<file path="src/rtl/regfile_mp.sv">
`default_nettype none
// ============================================================================
// Module   : regfile_mp
// Purpose  : Multi-port register file with NUM_RD combinational read ports,
//            two clocked write ports with same-cycle write-to-read bypass,
//            hard-wired zero register and a per-register pending-write
//            scoreboard with an occupancy counter.
// Revision : 1.0 - initial release
// ============================================================================
module regfile_mp #(
    parameter int DATA_W = 32,
    parameter int ADDR_W = 5,
    parameter int NUM_RD = 2
) (
    input  logic                     clk,
    input  logic                     rst_n,
    input  logic [NUM_RD*ADDR_W-1:0] rd_addr,
    output logic [NUM_RD*DATA_W-1:0] rd_data,
    output logic [NUM_RD-1:0]        rd_busy,
    input  logic                     wa_en,
    input  logic [ADDR_W-1:0]        wa_addr,
    input  logic [DATA_W-1:0]        wa_data,
    input  logic                     wb_en,
    input  logic [ADDR_W-1:0]        wb_addr,
    input  logic [DATA_W-1:0]        wb_data,
    input  logic                     rsv_en,
    input  logic [ADDR_W-1:0]        rsv_addr,
    output logic [ADDR_W:0]          busy_cnt
);

    localparam int DEPTH = 2 ** ADDR_W;

    logic [DATA_W-1:0] r_regs [DEPTH];
    logic [DEPTH-1:0]  r_pending;
    logic [DEPTH-1:0]  w_pending_nxt;
    logic [ADDR_W:0]   r_busy_cnt;
    logic [ADDR_W:0]   w_busy_cnt_nxt;

    // Write qualifiers: writes and reservations to register 0 are discarded.
    logic w_wa_ok, w_wb_ok, w_rsv_ok;
    assign w_wa_ok  = wa_en  && (wa_addr  != '0);
    assign w_wb_ok  = wb_en  && (wb_addr  != '0);
    assign w_rsv_ok = rsv_en && (rsv_addr != '0);

    // Data array: port B is applied last so it wins a same-address collision.
    always_ff @(posedge clk or negedge rst_n) begin
        if (!rst_n) begin
            for (int i = 0; i < DEPTH; i++) begin
                r_regs[i] <= '0;
            end
        end else begin
            if (w_wa_ok) r_regs[wa_addr] <= wa_data;
            if (w_wb_ok) r_regs[wb_addr] <= wb_data;
        end
    end

    // Next pending bits: a new reservation outranks a same-cycle write.
    always_comb begin
        w_pending_nxt = r_pending;
        w_pending_nxt[0] = 1'b0;
        for (int r = 1; r < DEPTH; r++) begin
            if (w_rsv_ok && (rsv_addr == ADDR_W'(r))) begin
                w_pending_nxt[r] = 1'b1;
            end else if ((w_wa_ok && (wa_addr == ADDR_W'(r))) ||
                         (w_wb_ok && (wb_addr == ADDR_W'(r)))) begin
                w_pending_nxt[r] = 1'b0;
            end
        end
    end

    // Incremental occupancy update: at most one set and two clears per cycle.
    logic w_inc, w_dec_a, w_dec_b;
    assign w_inc   = w_rsv_ok && !r_pending[rsv_addr];
    assign w_dec_a = w_wa_ok && r_pending[wa_addr] &&
                     !(w_rsv_ok && (rsv_addr == wa_addr));
    // A clear by B on the address A already cleared must not count twice.
    assign w_dec_b = w_wb_ok && r_pending[wb_addr] &&
                     !(w_rsv_ok && (rsv_addr == wb_addr)) &&
                     !(w_wa_ok && (wa_addr == wb_addr));

    // Combinational next count derived from the individual set/clear events.
    always_comb begin
        w_busy_cnt_nxt = r_busy_cnt + (ADDR_W+1)'(w_inc)
                                    - (ADDR_W+1)'(w_dec_a)
                                    - (ADDR_W+1)'(w_dec_b);
    end

    // Scoreboard state: pending bits and their population count move together.
    always_ff @(posedge clk or negedge rst_n) begin
        if (!rst_n) begin
            r_pending  <= '0;
            r_busy_cnt <= '0;
        end else begin
            r_pending  <= w_pending_nxt;
            r_busy_cnt <= w_busy_cnt_nxt;
        end
    end

    assign busy_cnt = r_busy_cnt;

    // Read ports: zero register, then B bypass, then A bypass, then array.
    for (genvar i = 0; i < NUM_RD; i++) begin : g_rd
        logic [ADDR_W-1:0] w_a;
        logic              w_hit_a, w_hit_b, w_zero;
        assign w_a     = rd_addr[i*ADDR_W +: ADDR_W];
        assign w_zero  = (w_a == '0);
        assign w_hit_a = wa_en && (wa_addr == w_a);
        assign w_hit_b = wb_en && (wb_addr == w_a);

        assign rd_data[i*DATA_W +: DATA_W] = w_zero  ? '0      :
                                             w_hit_b ? wb_data :
                                             w_hit_a ? wa_data :
                                                       r_regs[w_a];
        // Bypassed data is already valid, so a same-cycle write lifts the stall.
        assign rd_busy[i] = !w_zero && r_pending[w_a] && !w_hit_a && !w_hit_b;
    end

endmodule
`default_nettype wire

</file>
<file path="config.mk">
export PLATFORM = sky130hd
export DESIGN_NAME = regfile_mp
export DESIGN_NICKNAME = d
export VERILOG_FILES = /design/src/rtl/regfile_mp.sv
export SDC_FILE = /design/constraint.sdc
export NUM_CORES = 2
export LEC_CHECK = 0
export CORE_AREA = 5 5 461 463
export CTS_CLUSTER_DIAMETER = 120
export DETAILED_ROUTE_END_ITERATION = 10
export DIE_AREA = 0 0 466 468
export GPL_TIMING_DRIVEN = 0
export PLACE_DENSITY_LB_ADDON = 0.05
export SLEW_MARGIN = 20
export SYNTH_ARGS = -nofsm -noshare
export SYNTH_HDL_FRONTEND = slang
export SYNTH_SLANG_ARGS = --single-unit
</file>
<file path="constraint.sdc">
create_clock -name clk -period 5.4 [get_ports clk]
set_input_delay 1.62 -clock clk [delete_from_list [all_inputs] [get_ports clk]]
set_output_delay 1.62 -clock clk [all_outputs]
set_load 0.005 [all_outputs]
</file>
==> metrics.txt <==
outcome=finished, violations left; failing checks=setup timing; Initial Util=between 30% and 40%; critical path endpoint category=output port; Final Setup Violations=63; RSZ-0062 raised after global routing=true; Detailed Routing Iterations Pass 1=6; Synth Cell Area=~68,000 um^2; Vias=64,320; clock network power share=between 30% and 40%; complex-gate fraction of the synthesized area=17.3%; floorplan core area=208,000 um^2; required time worst endpoint=3.78 ns; post-route ant nets=0; Netlist cell types=69; Int Pwr=roughly 20 mW; most frequent cell on the critical path=buf_16; Final HPWL DP=between 300,000 and 400,000 um; CP max FO=7; GRT overflow=0; cell count after placement=approximately 9,700; number of enable flip-flop cells after synthesis=0; sw frac=between 30% and 40%; Worst Hold Class=reg -> reg; layout cells sized above 1=26.0%; Syn Nets=between 6,000 and 7,000; Max stage delay cell, worst path=a22oi_2; post-synthesis simple-gate area fraction=under 10%; Area Overhead vs Synth=27.0%; leak pwr=about 37 nW; Peak supply drop=roughly 0.00037 V; CTS Buf Count=142; total power=roughly 31 mW; number of max-cap violations=0; Setup crit start kind=input port; Initial DRC Count=8,762; CTS Buffer Depth=3; TritonCTS clock tree=built; Slew HR=approximately 17%; Synth area leader=dfrtp_1; clk root buf=clkbuf_16; clock slew seen by the registers of the worst setup and hold paths=about 0.05 ns; post-synth top area share=39.0%; xor/xnor share of the synthesized area=less than 1%; Final Slew Violations=0; Top Ports=~170; Die Height=468 um; final period utilization=107%; Synth Area in Adders=less than 1%; top-count cell post-synth=dfrtp_1; Final Hold Fails=0; die area=218,000 um^2; largest net degree at the start of global routing=130; average wire per standard cell=between 40 and 50 um; post-route insts no fill=between 10,000 and 15,000; worst-margin pin slew=1.25 ns; initial antenna violation count=34; Routed WL=436,000 um; flops & latches, synth=between 1,000 and 1,500; first-pass GRT wire length=approximately 570,000 um; yosys warns=0; Top FF cell, synth=dfrtp_1; final setup margin=-0.371 ns; CP bufs+invs=6; Synth Instances=a little under 7,000; PwrDens=~360 nW/um^2; clock skew=around 0.012 ns; Post-synth top cells=dfrtp_1 (1,061), mux2i_1 (866), nand2_1 (735); crit path time final=slightly below 6 ns; clock latency on the worst-skew pair=approximately 0.8 ns; row count=around 170; Area contributors post-synth=dfrtp_1 (39%), mux2i_1 (13%), mux4_2 (12%), o21ai_0 (4.5%), nand2_1 (4.1%); Crit Path Category=in -> out; H-tree levels=4; layout net count=7,401; Comb power frac=29.7%; post-synthesis mux area share=between 20% and 30%; via/cell ratio=approximately 6.3; CP Cell Sequence=buf_16 > buf_16 > buf_16 > buf_12 > buf_6 > mux4_2 > a22oi_2 > nand3_4 > a41oi_2 > a21oi_2 > buf_2; net switching power=~11 mW; Flop pwr share=38.5%; largest family of logic cells by synthesized area=multiplexers; ys async rst share=100%; WHS=approximately 0.48 ns; Worst EP arrival=4.15 ns; DRC errors left=0; fmax=approximately 0.17 GHz; Place WS=-3.54 ns; Die Wd=about 470 um; part of the Yosys area used for sequential elements=approximately 40%; vias in the first global route=slightly above 60,000; Mean Syn Cell Area=~10 um^2; Crit path largest cell delay=0.63 ns; GPL Wtd Cong=1.04; IO buf count=between 90 and 100; Tot GR Track Use=slightly below 40%; CTS sink cnt=1,061; Crit path max-delay family=compound AO/OA/AOI/OAI gates
## cell families (layout without fill, tap and decap cells)
family | after synthesis | in the layout
compound gates | 1892 | 1892
xor+xnor | 39 | 39
fa+ha+maj | 8 | 8
buf+inv | 928 | 1530
flops | 1061 | 1061
mux | 1420 | 1420
other cells | 0 | 13
simple gates | 1460 | 1460
## layout by cell type, fill, tap and decap left out, drive strengths merged, types with 53 or more instances in the layout
cell | Yosys | layout
a22o | 60 | 60
mux2 | 189 | 189
clkbuf | 619 | 821
o21ai | 690 | 690
buf | 286 | 602
o22ai | 97 | 97
nor2 | 475 | 475
a221oi | 53 | 53
mux2i | 866 | 866
dfrtp | 1061 | 1061
a21oi | 396 | 396
a32oi | 75 | 75
mux4 | 365 | 365
a211oi | 64 | 64
a22oi | 320 | 320
nand2 | 749 | 749
## final timing paths
path	startpoint	end	slack (ns)	cells after the start
max	rd_addr[0]	rd_data[25]	-0.37	11
min	r_regs[1002]	r_regs[1002]	0.48	1
max reg2reg	r_pending[6]	busy_cnt[5]	1.55	12
min reg2reg	r_regs[1002]	r_regs[1002]	0.48	1
max in group asynchronous	rst_n	r_regs[31]	2.31	4
min in group asynchronous	rst_n	r_regs[168]	0.74	1
## repair_timing
item                       4_1_cts  5_1_grt
hold buffers                     0        0
resized for setup             1556      125
setup endpoints to repair       71       65
buffers inserted               160       66
cloned                          15        8
pin swaps                      235      149
## state kept, by name (all words and copies together) (netlist names)
signal,count
r_pending,31
busy_cnt,6
r_regs,1024
## power groups by stage
stage                     combinational (mW)  clock (mW)  sequential, mW
after detailed placement                7.97           0            11.9
final                                   9.31        9.99            12.1
after global placement                  7.80           0            12.0
after global routing                    9.76        10.4            12.2
after floorplan                         5.07           0            11.1
after CTS                               8.87        10.1            11.9
## routing by layer
| metal | track usage, % | wire length, um |
|---|---|---|
| met1 | 51.9 | 178000 |
| met2 | 55.9 | 182000 |
| met3 | 12.7 | 47400 |
| met4 | 20.0 | 28900 |
| met5 | 0 | 50 |
## stage by stage
step | util (%) | setup TNS, ns | instance area, um^2
after floorplan | - | 0 | 68100
after global placement | 34.8 | - | 72500
after detailed placement | 35.1 | -253.86 | 73200
after CTS | 40.9 | -6.68 | 85200
after global routing | 41.5 | -8.54 | 86400
final | 41.5 | -9.67 | 86400
## worst register-to-register path: stages (launching register included)
cell	delay, ns
dfrtp_1	0.52
mux4_2	0.51
mux4_2	0.53
mux2i_1	0.15
nor2_1	0.15
fa_1	0.51
inv_1	0.04
ha_1	0.20
ha_1	0.24
fa_1	0.44
a21o_1	0.18
a21oi_1	0.17
xnor2_1	0.13
## layout make-up
class | instances | area [um^2]
Sequential cell | 1061 | 26600
Timing Repair Buffer | 362 | 4390
Buffer | 890 | 6400
Clock inverter | 54 | 614
Clock buffer | 201 | 4150
Inverter | 23 | 86.3
Tap cell | 2805 | 3510
Fill cell | 20377 | 122000
Multi-Input combinational cell | 4819 | 40700
Antenna cell | 13 | 32.5
Note: power is estimated with default switching activity, not from simulation.
